**src/rtl/arith_pkg.sv**
```systemverilog
// Shared types and elaboration helpers for the serial adder/subtractor.
// Used by serial_add_sub (optional feature macro: SERIAL_ADD_SUB_OVF_EN).
package arith_pkg;

    typedef enum logic [1:0] {
        ST_IDLE,
        ST_RUN,
        ST_DONE
    } state_t;

    // The slice must tile the operand exactly, otherwise the top slice would be partial.
    function automatic bit slice_divides(input int width, input int slice);
        return (width >= 1) && (slice >= 1) && ((width % slice) == 0);
    endfunction

endpackage

```
**src/rtl/full_adder_slice.sv**
```systemverilog
// Combinational ripple of SLICE 1-bit full adders; also exposes the carry into
// the top bit so the caller can derive signed overflow on the MSB slice.
module full_adder_slice #(
    parameter int SLICE = 4
) (
    input  logic [SLICE-1:0] a,
    input  logic [SLICE-1:0] b,
    input  logic             ci,
    output logic [SLICE-1:0] s,
    output logic             co,
    output logic             c_msb_in
);

    logic [SLICE:0] c;

    always_comb begin
        c    = '0;
        s    = '0;
        c[0] = ci;
        for (int i = 0; i < SLICE; i++) begin
            s[i]   = a[i] ^ b[i] ^ c[i];
            c[i+1] = (a[i] & b[i]) | (a[i] & c[i]) | (b[i] & c[i]);
        end
        co       = c[SLICE];
        c_msb_in = c[SLICE-1];
    end

endmodule

```
**src/rtl/serial_add_sub.sv**
```systemverilog
// Multi-cycle adder/subtractor: WIDTH-bit operands processed SLICE bits per clock
// through one reused ripple slice. Define SERIAL_ADD_SUB_OVF_EN to add the OVF port.
module serial_add_sub
    import arith_pkg::*;
#(
    parameter int WIDTH = 16,
    parameter int SLICE = 4
) (
    input  logic             clk,
    input  logic             rst,
    input  logic             start,
    input  logic             sub,
    input  logic [WIDTH-1:0] A,
    input  logic [WIDTH-1:0] B,
    input  logic             C0,
    output logic             busy,
    output logic             done,
    output logic [WIDTH-1:0] F,
    output logic             C1
`ifdef SERIAL_ADD_SUB_OVF_EN
    ,
    output logic             OVF
`endif
);

    localparam int N     = WIDTH / SLICE;
    localparam int IDX_W = (N > 1) ? $clog2(N) : 1;

    if (!slice_divides(WIDTH, SLICE)) begin : g_bad_slice
        $error("serial_add_sub: SLICE must divide WIDTH");
    end

    state_t             state;
    logic [IDX_W-1:0]   idx;
    logic [WIDTH-1:0]   a_reg;
    logic [WIDTH-1:0]   bx_reg;
    logic               carry;
    logic [SLICE-1:0]   slice_a;
    logic [SLICE-1:0]   slice_b;
    logic [SLICE-1:0]   slice_s;
    logic               slice_co;
    logic               last_slice;
`ifdef SERIAL_ADD_SUB_OVF_EN
    logic               slice_c_msb_in;
`endif

    always_comb begin
        slice_a    = a_reg[int'(idx)*SLICE +: SLICE];
        slice_b    = bx_reg[int'(idx)*SLICE +: SLICE];
        last_slice = (idx == IDX_W'(N-1));
    end

    full_adder_slice #(.SLICE(SLICE)) u_slice (
        .a        (slice_a),
        .b        (slice_b),
        .ci       (carry),
        .s        (slice_s),
        .co       (slice_co),
`ifdef SERIAL_ADD_SUB_OVF_EN
        .c_msb_in (slice_c_msb_in)
`else
        .c_msb_in ()
`endif
    );

    // Subtraction is A + ~B + ~borrow, so B and C0 are inverted once at accept time.
    always_ff @(posedge clk or posedge rst) begin
        if (rst) begin
            state  <= ST_IDLE;
            idx    <= '0;
            a_reg  <= '0;
            bx_reg <= '0;
            carry  <= 1'b0;
            busy   <= 1'b0;
            done   <= 1'b0;
            F      <= '0;
            C1     <= 1'b0;
`ifdef SERIAL_ADD_SUB_OVF_EN
            OVF    <= 1'b0;
`endif
        end else begin
            case (state)
                ST_IDLE, ST_DONE: begin
                    done <= 1'b0;
                    if (start) begin
                        a_reg  <= A;
                        bx_reg <= sub ? ~B : B;
                        carry  <= C0 ^ sub;
                        idx    <= '0;
                        busy   <= 1'b1;
                        state  <= ST_RUN;
                    end else begin
                        state  <= ST_IDLE;
                    end
                end
                ST_RUN: begin
                    F[int'(idx)*SLICE +: SLICE] <= slice_s;
                    carry <= slice_co;
                    idx   <= idx + 1'b1;
                    if (last_slice) begin
                        C1    <= slice_co;
`ifdef SERIAL_ADD_SUB_OVF_EN
                        OVF   <= slice_co ^ slice_c_msb_in;
`endif
                        busy  <= 1'b0;
                        done  <= 1'b1;
                        state <= ST_DONE;
                    end
                end
                default: begin
                    busy  <= 1'b0;
                    done  <= 1'b0;
                    state <= ST_IDLE;
                end
            endcase
        end
    end

endmodule
```
**config.mk**
```make
export PLATFORM = sky130hd
export DESIGN_NAME = serial_add_sub
export DESIGN_NICKNAME = d
export VERILOG_FILES = /design/src/rtl/arith_pkg.sv /design/src/rtl/full_adder_slice.sv /design/src/rtl/serial_add_sub.sv
export SDC_FILE = /design/constraint.sdc
export NUM_CORES = 1
export LEC_CHECK = 0
export ABC_AREA = 1
export BUFFER_PORTS_ARGS = -buffer_cell sky130_fd_sc_hd__buf_2
export CELL_PAD_IN_SITES_DETAIL_PLACEMENT = 1
export CELL_PAD_IN_SITES_GLOBAL_PLACEMENT = 1
export CORE_UTILIZATION = 40
export DETAILED_ROUTE_END_ITERATION = 8
export PLACE_DENSITY = 0.86
export REMOVE_ABC_BUFFERS = 1
export SETUP_SLACK_MARGIN = 0.02
export SKIP_CTS_REPAIR_TIMING = 1
export SKIP_LAST_GASP = 1
export SYNTH_ARGS = -nofsm -noshare
export SYNTH_HDL_FRONTEND = slang
export SYNTH_SLANG_ARGS = --single-unit
```
**constraint.sdc**
```tcl
create_clock -name clk -period 3 [get_ports clk]
set_input_delay 0.6 -clock clk [delete_from_list [all_inputs] [get_ports clk]]
set_output_delay 0.6 -clock clk [all_outputs]
set_load 0.05 [all_outputs]
```
==> summary.md <==
| Metric | Value |
|---|---|
| GP Congestion | slightly above 0.8 |
| Worst-Skew Late Latency | just over 300 ps |
| Period utilisation layout | 93.6% |
| Worst IR Drop VDD | ~330 µV |
| Synth Cell Area | ~0.0028 mm² |
| Final clock skew | a little under 6 ps |
| Slew Limit Headroom | between 60% and 70% |
| Clock root buffer | clkbuf_8 |
| CP Cell Sequence | buf_12 > nor2_1 > nor2_1 > o21ai_0 > nand2_1 > fa_1 > inv_1 > fa_1 > fa_1 > inv_1 > fa_1 > nand2_1 > inv_1 > nand3_1 > nand2_1 |
| RSZ-0062 raised after global routing | false |
| CTS buffer count | 5 |
| Max Cap Viol | 0 |
| Crit-path max FO | 25 |
| Yosys reg bits | between 50 and 60 |
| Total global routing track utilization | 19.7% |
| Worst-margin pin slew | between 500 and 600 ps |
| WS Path Type | flip-flop to flip-flop |
| # diodes | 0 |
| H-tree levels | 2 |
| Area Growth Syn to Fin | 16.8% |
| IO Count | between 50 and 60 |
| Clock sinks | 55 |
| Status | complete, no violations |
| Num rows | 30 |
| Die Height | 85.7 µm |
| Final Max Tran Viols | 0 |
| Leak | 1.83 nW |
| Seq/Total Area, Yosys | 49.1% |
| Worst path required time | 3200 ps |
| CTS tree | done |
| DP Area | 0.00317 mm² |
| Worst reg-to-reg setup slack | about 190 ps |
| Mapped Avg Cell Area | between 7 and 8 µm² |
| Worst hold slack | 310 ps |
| HP Class | primary input to asynchronous set/reset pin |
| Synth Instances | approximately 350 |
| Vias in the first global route | around 2500 |
| Non-filler instance count after layout | 504 |
| Initial antenna violation count | 0 |
| Initial core utilization | 41.2% |
| Yosys warning count | 0 |
| CP most frequent cell | fa_1 |
| Nets@finish | 455 |
| Fraction of layout cells with a size suffix above 1 | between 10% and 20% |
| Worst-path clk slew | ~90 ps |
| CTS max path bufs | 2 |
| Die extent in x | 85.7 µm |
| Largest net degree at the start of global routing | 38 |
| Final Hold Vio Count | 0 |
| WP data arrival | 3010 ps |
| R2R cell count | 15 |
| First-pass GRT wire length | between 10000 and 15000 µm |
| Inst Count DP | 497 |
| Post-DRT Antenna Nets | 0 |
| Max incr delay on CP | between 400 and 500 ps |
| Setup violation total in the final timing report | 0 |
| Library cells used by synthesis | 15 |
| Drt drc | 0 |
| Worst setup EP type | flip-flop |
| Die area | approximately 0.0073 mm² |
| Core area | a little under 0.007 mm² |
| Via count | approximately 2400 |
| Pwr Density | between 1000 and 1500 mW/mm² |
| Startpoint Class | flip-flop |
| Final instance area | roughly 0.0033 mm² |
| RR Startpoint | idx[0] |
| CP max-delay cell | fa_1 |
| GRT Residual Overflow | 0 |
| Initial DRT Pass Iterations | 4 |
| DP HPWL | between 4000 and 5000 µm |
| Post-layout minimum cycle time | 2810 ps |
| Average wire per standard cell | 12.8 µm |
| Highest Clock Rate | ~360 MHz |
| Vias per cell | approximately 4.7 |
| IO buf count | 55 |
| Final wirelength | around 6400 µm |
| RR Endpoint | F[11] |
| DRT iter0 DRCs | roughly 100 |
==> cell families after synthesis <==
| group | count (synthesis) | share of synthesized area [%] |
|---|---|---|
| and+or+nand+nor | 210 | 29.4 |
| DFF | 55 | 49.1 |
| buffers and inverters | 39 | 6.25 |
| AOI/OAI and AO/OA | 23 | 4.64 |
| xor gates and xnor gates | 16 | 5.00 |
| adders and majority gates | 10 | 5.54 |
==> metal layers <==
layer | share of wire [%] | up-vias | global-route usage (%) | wire length (µm)
li1 | - | 1193 | - | -
met3 | 3.5 | 4 | 3.27 | 227
met2 | 50 | 46 | 34.3 | 3220
met4 | 1.1 | 0 | 5.00 | 74
met1 | 45 | 1146 | 25.7 | 2910
met5 | 0 | - | 0 | 0
==> worst max-delay path: cells and delay by family, from the launching register on <==
kind                       cells  cell delay, ps
and+or+nand+nor                6             460
DFF                            1             420
adders and majority gates      4            1390
AOI/OAI and AO/OA              1              80
buffers and inverters          4             370
==> layout by cell type (no fill, tap or decap) <==
cell type    n
nand2_1    166
dfrtp_1     55
buf_2       55
inv_1       23
nand3_1     23
nor2_1      18
o21ai_0     17
xor2_1      16
o211ai_1     6
ha_1         6
clkbuf_8     6
buf_4        5
fa_1         4
inv_2        2
nand4_1      2
nor2_2       1
clkinv_2     1
buf_6        1
buf_12       1
==> worst max-delay path by stage <==
stage	startpoint	cells after the start	endpoint	slack, ps
2_1_floorplan	idx[0]	14	F[15]	-210
3_3_place_gp	idx[0]	15	F[11]	250
3_5_place_dp	idx[0]	15	F[11]	140
4_1_cts	idx[0]	15	F[11]	110
5_1_grt	idx[0]	15	F[11]	20
6_report	idx[0]	15	F[11]	190
==> report_power, final <==
group	internal, mW	switching (mW)	total [mW]
clock	0.182	0.223	0.405
combinational	0.683	1.46	2.14
sequential	1.06	0.191	1.25
total	1.92	1.87	3.79
==> layout make-up <==
cell class,instances,area (µm²)
sequential,55,1380
clock inverter,1,5.00
multi-input combinational,259,1250
fill,866,3520
timing repair buffer,62,344
tap,96,120
clock buffer,6,82.6
inverter,25,93.8
==> synthesized netlist by cell type, drive strengths merged <==
cell type,count,area [µm²]
fa,4,80.1
nand4,2,12.5
o211ai,6,45.0
nand2,166,623
xor2,16,140
clkbuf,1,3.75
inv,25,93.8
dfrtp,55,1380
buf,13,77.6
ha,6,75.1
nor2,19,73.8
nand3,23,115
o21ai,17,85.1
==> through the flow <==
stage / setup TNS (ps) / power, mW / setup WS [ps] / util, %
floorplan: -693 / 2.72 / -205 / -
global placement: 0 / 3.26 / 250 / 46.6
detailed placement: 0 / 3.38 / 137 / 46.6
CTS: 0 / 3.81 / 110 / 47.9
global route: 0 / 4.15 / 16.5 / 48.2
finish: 0 / 3.79 / 191 / 48.2
No activity file was read; power rests on OpenSTA's default activity.
